## config.mk

```make
export PLATFORM = sky130hd
export DESIGN_NAME = lock_supervisor
export DESIGN_NICKNAME = d
export VERILOG_FILES = /design/src/rtl/lock_supervisor.sv
export SDC_FILE = /design/constraint.sdc
export NUM_CORES = 1
export LEC_CHECK = 0
export CORE_MARGIN = 2
export CORE_UTILIZATION = 55
export CTS_CLUSTER_SIZE = 24
export DETAILED_ROUTE_END_ITERATION = 12
export PLACE_DENSITY_LB_ADDON = 0.12
export SLEW_MARGIN = 20
export SYNTH_ARGS = -nofsm -noshare
export SYNTH_HDL_FRONTEND = slang
export SYNTH_SLANG_ARGS = --single-unit
```

## constraint.sdc

```tcl
create_clock -name clk -period 2.7 [get_ports clk]
set_clock_uncertainty 0.1 [all_clocks]
set_input_delay 0.405 -clock clk [delete_from_list [all_inputs] [get_ports clk]]
set_output_delay 0.405 -clock clk [all_outputs]
set_load 0.02 [all_outputs]
```

## src/rtl/lock_supervisor.sv

```systemverilog
// lock_supervisor: paces keypad digits into the lock_system datapath, judges each full code, counts failures and enforces lockout.
// Latency: a digit sampled at edge N drives sys_valid/sys_pwd in cycles N+1..N+2, GAP in N+3, key_ready returns at N+4.
// Backpressure: key_ready is high only in READY; key_valid strobes arriving at any other time are dropped, never buffered.
module lock_supervisor #(
  parameter int DIGITS      = 4,
  parameter int MAX_FAIL    = 3,
  parameter int LOCKOUT_CYC = 16,
  parameter int RELOCK_CYC  = 32,
  parameter int RESP_CYC    = 8
) (
  input  logic       clk,
  input  logic       rst_n,
  input  logic       key_valid,
  input  logic [3:0] key_digit,
  input  logic       lock_req,
  output logic       key_ready,
  output logic       sys_lock,
  output logic       sys_valid,
  output logic [3:0] sys_pwd,
  input  logic       sys_error,
  input  logic       sys_unlck,
  output logic       door_open,
  output logic       alarm,
  output logic [2:0] fail_cnt
);

  // One shared down-counter times every state; size it for the longest interval.
  localparam int T_A  = (LOCKOUT_CYC > RELOCK_CYC) ? LOCKOUT_CYC : RELOCK_CYC;
  localparam int T_B  = (T_A > RESP_CYC) ? T_A : RESP_CYC;
  localparam int TMAX = (T_B > 2) ? T_B : 2;
  localparam int TW   = $clog2(TMAX + 1);

  localparam logic [TW-1:0] T_ONE     = TW'(1);
  localparam logic [TW-1:0] T_TWO     = TW'(2);
  localparam logic [TW-1:0] T_RESP    = TW'(RESP_CYC);
  localparam logic [TW-1:0] T_RELOCK  = TW'(RELOCK_CYC);
  localparam logic [TW-1:0] T_LOCKOUT = TW'(LOCKOUT_CYC);
  localparam logic [3:0]    N_DIGITS  = 4'(DIGITS);
  localparam logic [2:0]    N_FAIL    = 3'(MAX_FAIL);

  typedef enum logic [2:0] {
    S_RELOCK,
    S_READY,
    S_SEND,
    S_GAP,
    S_WAIT,
    S_OPEN,
    S_LOCKOUT
  } state_t;

  state_t        state;
  logic [TW-1:0] timer;
  logic [3:0]    digit_cnt;

  logic          timer_last;
  logic [3:0]    digit_nxt;
  logic [2:0]    fail_nxt;
  logic          res_ok;
  logic          res_bad;

  // Shared decode: timer expiry, next digit count, saturated failure count, result classification.
  always_comb begin
    timer_last = (timer <= T_ONE);
    digit_nxt  = digit_cnt + 4'd1;
    fail_nxt   = (fail_cnt >= N_FAIL) ? N_FAIL : fail_cnt + 3'd1;
    res_ok     = sys_unlck && !sys_error;
    // Both flags high is contradictory and treated as a rejection.
    res_bad    = sys_error;
  end

  // Supervisor FSM; every output is a register so the datapath strobes cannot glitch.
  always_ff @(posedge clk or negedge rst_n) begin
    if (!rst_n) begin
      state     <= S_RELOCK;
      timer     <= T_TWO;
      digit_cnt <= 4'd0;
      key_ready <= 1'b0;
      sys_lock  <= 1'b1;
      sys_valid <= 1'b0;
      sys_pwd   <= 4'd0;
      door_open <= 1'b0;
      alarm     <= 1'b0;
      fail_cnt  <= 3'd0;
    end else begin
      case (state)
        // Hold lock for two cycles and discard any partial code.
        S_RELOCK: begin
          digit_cnt <= 4'd0;
          door_open <= 1'b0;
          if (timer_last) begin
            state     <= S_READY;
            sys_lock  <= 1'b0;
            key_ready <= 1'b1;
          end else begin
            timer <= timer - T_ONE;
          end
        end

        // lock_req outranks a simultaneous digit; an abort never counts as a failure.
        S_READY: begin
          if (lock_req) begin
            state     <= S_RELOCK;
            timer     <= T_TWO;
            sys_lock  <= 1'b1;
            key_ready <= 1'b0;
          end else if (key_valid) begin
            state     <= S_SEND;
            timer     <= T_TWO;
            sys_pwd   <= key_digit;
            sys_valid <= 1'b1;
            key_ready <= 1'b0;
          end
        end

        // sys_pwd stays put for the whole two-cycle valid window.
        S_SEND: begin
          if (timer_last) begin
            state     <= S_GAP;
            sys_valid <= 1'b0;
          end else begin
            timer <= timer - T_ONE;
          end
        end

        // One idle cycle between digits; the last digit hands over to result waiting.
        S_GAP: begin
          digit_cnt <= digit_nxt;
          if (digit_nxt == N_DIGITS) begin
            state <= S_WAIT;
            timer <= T_RESP;
          end else begin
            state     <= S_READY;
            key_ready <= 1'b1;
          end
        end

        // A result seen on the final timer cycle still wins over the timeout.
        S_WAIT: begin
          if (res_ok) begin
            state     <= S_OPEN;
            timer     <= T_RELOCK;
            fail_cnt  <= 3'd0;
            door_open <= 1'b1;
          end else if (res_bad || timer_last) begin
            fail_cnt <= fail_nxt;
            if (fail_nxt == N_FAIL) begin
              state <= S_LOCKOUT;
              timer <= T_LOCKOUT;
              alarm <= 1'b1;
            end else begin
              state    <= S_RELOCK;
              timer    <= T_TWO;
              sys_lock <= 1'b1;
            end
          end else begin
            timer <= timer - T_ONE;
          end
        end

        // Door stays open until the relock timer runs out or the user asks to relock.
        S_OPEN: begin
          if (lock_req || timer_last) begin
            state     <= S_RELOCK;
            timer     <= T_TWO;
            sys_lock  <= 1'b1;
            door_open <= 1'b0;
          end else begin
            timer <= timer - T_ONE;
          end
        end

        // Keypad and relock requests are deaf during lockout; the failure history clears on exit.
        S_LOCKOUT: begin
          if (timer_last) begin
            state    <= S_RELOCK;
            timer    <= T_TWO;
            sys_lock <= 1'b1;
            alarm    <= 1'b0;
            fail_cnt <= 3'd0;
          end else begin
            timer <= timer - T_ONE;
          end
        end

        default: begin
          state     <= S_RELOCK;
          timer     <= T_TWO;
          sys_lock  <= 1'b1;
          sys_valid <= 1'b0;
          key_ready <= 1'b0;
          door_open <= 1'b0;
          alarm     <= 1'b0;
        end
      endcase
    end
  end

endmodule

```

==> impl_summary.txt <==
----------------------------------------------------
[Worst setup path]
  Top Family by Delay on Critical Path ... compound AO/OA/AOI/OAI gates
  Critical Path Start Type ... flop
  Buf+Inv Stages, Crit Path ... 1
  Maximum net fanout on the critical path ... 9
  Crit path required time ... 2.81 ns
  CP Capture Type ... flop
  List of cells traversed by the critical path ... inv_1, ha_1, o21bai_1, nor2_2, a221o_1, a21boi_0, o221ai_1
  Worst Path Arrival ... 2.43 ns
  Slowest stage delay, CP ... 0.57 ns
  Critical-path top delay cell ... dfstp_2
  Worst Setup Path Type ... reg -> reg

[CTS]
  Clock-pin slew on the worst setup and hold paths ... about 0.14 ns
  TritonCTS Sinks ... 25
  Clock network latency to the later pin of the worst-skew pair ... 0.33 ns
  Post-CTS setup repair buffer count ... 0
  Maximum level of the CTS H-tree ... 1
  Clock tree from TritonCTS ... yes
  Maximum buffer depth of the clock tree ... 2
  Clock Root Buffer ... clkbuf_4
  Number of buffers added by the clock tree synthesis step ... 3
  Hold_buf cts ... 0
  # resized after CTS ... 0

[Die]
  Overall die area ... between 0.003 and 0.004 mm^2
  Chip Height ... 59.7 um
  Number of placed I/O pins ... 22
  Initial Utilization ... a little under three fifths
  Number of cell rows ... 20
  Die extent in x ... 59.7 um
  Area inside the core boundary ... 0.00300 mm^2

[Routing]
  Routed Antenna Nets ... 0
  Vias per inst ... 6.61
  First-iteration detailed-routing DRC count ... 118
  Final routed wire length divided by cell count ... 16.7 um
  First-pass iteration count of the detailed router ... 4
  Via count of the routed design ... 1627
  Total routed wirelength ... 4.10 mm
  DRC violations left ... 0

[Timing]
  Highest clock frequency the design can meet ... 0.429 GHz
  Worst Tran Pin Value ... 0.596 ns
  Max-slew violation total from the final report ... 0
  Clock period minus worst slack ... approximately 2.3 ns
  Final Hold Fails ... 0
  Period utilization ... between 80% and 90%
  Endpoints failing setup ... 0
  Final-layout setup total negative slack ... 0 ns
  Headroom to the max-slew limit ... between 60% and 70%
  RSZ-0062 raised after global routing ... no

[Synthesis]
  Netlist cell types ... 56
  Top FF cell, synth ... dfrtp_1
  Avg Cell Area, Syn ... ~8.7 um^2
  Total of warnings raised by yosys ... 0
  Share of synthesized area occupied by flip-flops and latches ... 36.9%
  Post-Syn Area ... 0.00170 mm^2
  Count of state elements after synthesis ... 25
  Proportion of synthesized flip-flops having asynchronous set or reset ... 100%
  EDFF count, synth ... 0
  Number of instances in the synthesized netlist ... between 150 and 200
  Net count after synthesis ... 211

[Layout]
  Total number of nets in the final design ... between 200 and 250
  Count of fill cells added during filler insertion ... 255
  Final non-filler cell total ... 246
  Number of antenna cells inserted ... 0
  Final core area utilization ... 65.7%
  Post-synthesis to final-layout area growth ... 15.7%
  Fraction of final layout cells sized beyond drive strength 1 ... 8.92%

[GRT]
  Maximum number of pins on one net before global-route repair ... 26
  Antenna violations before repair ... 0
  Peak-usage layer in the global routing report ... met2
  Number of global-route vias before repair ... 1509
  Global router's overall resource usage ... roughly a quarter
  Overflow left after global routing ... 0
  First-pass GRT wire length ... 6.62 mm
  Met3 demand-to-capacity share in global routing ... 3.68%
  GR Util met1 ... around a third
  Met2 capacity usage during global routing ... 39.6%

[Worst hold path]
  Type of the worst min-delay path ... in -> async

[Power and ir drop]
  Max VDD drop ... 0.000541 V
  Cell Int Power ... 1270 uW
  Cell Pwr Density ... 1230 mW/mm^2
  Leakage component of the power ... 0.000824 uW
  Switching Power ... 1160 uW
  Relative contribution of sequential cells to total power ... 29.1%
  Proportion of power drawn by combinational gates ... 63.8%
  Clk pwr share ... under 10%
  Net switching fraction of the power ... between 40% and 50%

[Placement]
  Count of buffers from port buffering ... 21
  Post-placement cell count ... 242
  Final HPWL DP ... ~3 mm
  Placer congestion estimate ... 0.892

[Run status]
  Outcome ... finished clean

[Flow run]
  MaxCap Viol Count ... 0

----------------------------------------------------
## path summary, 6_finish.rpt
path,from,end,slack [ns],depth (start not counted)
worst max-delay path,timer[1],state[0],0.37,7
worst min-delay path,rst_n,timer[5],0.32,2
worst max register to register,timer[1],state[0],0.37,7
worst min register to register,sys_pwd[0],sys_pwd[0],0.43,1
max in group asynchronous,rst_n,sys_lock,1.87,2
min in group clk,sys_pwd[0],sys_pwd[0],0.43,1
## placed cells by master (no fill, tap or decap), drive strengths merged, types with 3 or more instances in the layout
master          n
mux2            6
ha              6
clkdlybuf4s50  21
a21boi          5
nor2           17
clkbuf          4
a211oi          4
a22o            3
nand2b          3
dfrtp          23
nand3           7
o211ai          3
o21ai          15
inv             9
nand2          15
nor2b           3
a31oi           6
nor3            3
a21oi           7
or3             3
a21o            4
buf             5
## flip-flops by register name (all words and copies together), names as in the netlist, 3 cells and up
| name | flops |
|---|---|
| timer | 6 |
| state | 3 |
| digit_cnt | 4 |
| fail_cnt | 3 |
| sys_pwd | 4 |
## power groups by stage
stage               sequential [uW]  clock (uW)  combinational (uW)
floorplan                       756           0                1040
global placement                696           0                1490
detailed placement              707           0                1530
CTS                             702         181                1540
global route                    726         198                1690
finish                          706         172                1550
## synthesized netlist by cell type (all sizes together), types with 3 or more instances
cell / count / area (um^2)
a211oi: 4 / 30.0
a21boi: 5 / 37.5
a21o: 4 / 30.0
a21oi: 7 / 35.0
a22o: 3 / 26.3
a31oi: 6 / 37.5
buf: 3 / 13.8
clkbuf: 9 / 33.8
dfrtp: 23 / 576
ha: 6 / 75.1
inv: 9 / 33.8
mux2: 6 / 67.6
nand2: 15 / 56.3
nand2b: 3 / 18.8
nand3: 7 / 35.0
nor2: 17 / 66.3
nor2b: 3 / 18.8
nor3: 3 / 15.0
o211ai: 3 / 22.5
o21ai: 15 / 75.1
or3: 3 / 28.8
## layer usage
metal,up-vias,part of all wire (%)
met5,-,0
li1,769,-
met3,9,4.8
met2,60,50
met1,789,44
met4,0,1.9
## final cells by class
type / count / area, um^2 / area share [%]
sequential: 25 / 628 / 31.9
multi-input combinational: 149 / 995 / 50.4
inverter: 9 / 33.8 / 1.71
clock buffer: 4 / 26.3 / 1.33
timing repair buffer: 26 / 248 / 12.6
tap: 33 / 41.3 / 2.09
## through the flow
stage	total power [uW]	setup WS [ns]	area, um^2	hold slack (ns)
after global placement	2190	0.384	1950	0.390
after global routing	2620	0.231	1970	0.354
after detailed placement	2240	0.308	1950	0.401
after CTS	2420	0.390	1970	0.329
after floorplan	1790	0.580	1700	0.00941
final	2430	0.371	1970	0.324
## kinds of logic after synthesis
group | Yosys count | synth area share [%]
AO/OA/AOI/OAI | 72 | 29.9
XOR/XNOR | 3 | 1.54
buffers and inverters | 21 | 4.77
AND/OR/NAND/NOR | 62 | 18.6
multiplexers | 6 | 3.96
flip-flops | 25 | 36.9
adder cells (fa/ha/maj) | 6 | 4.41
Note: power is estimated with default switching activity, not from simulation.
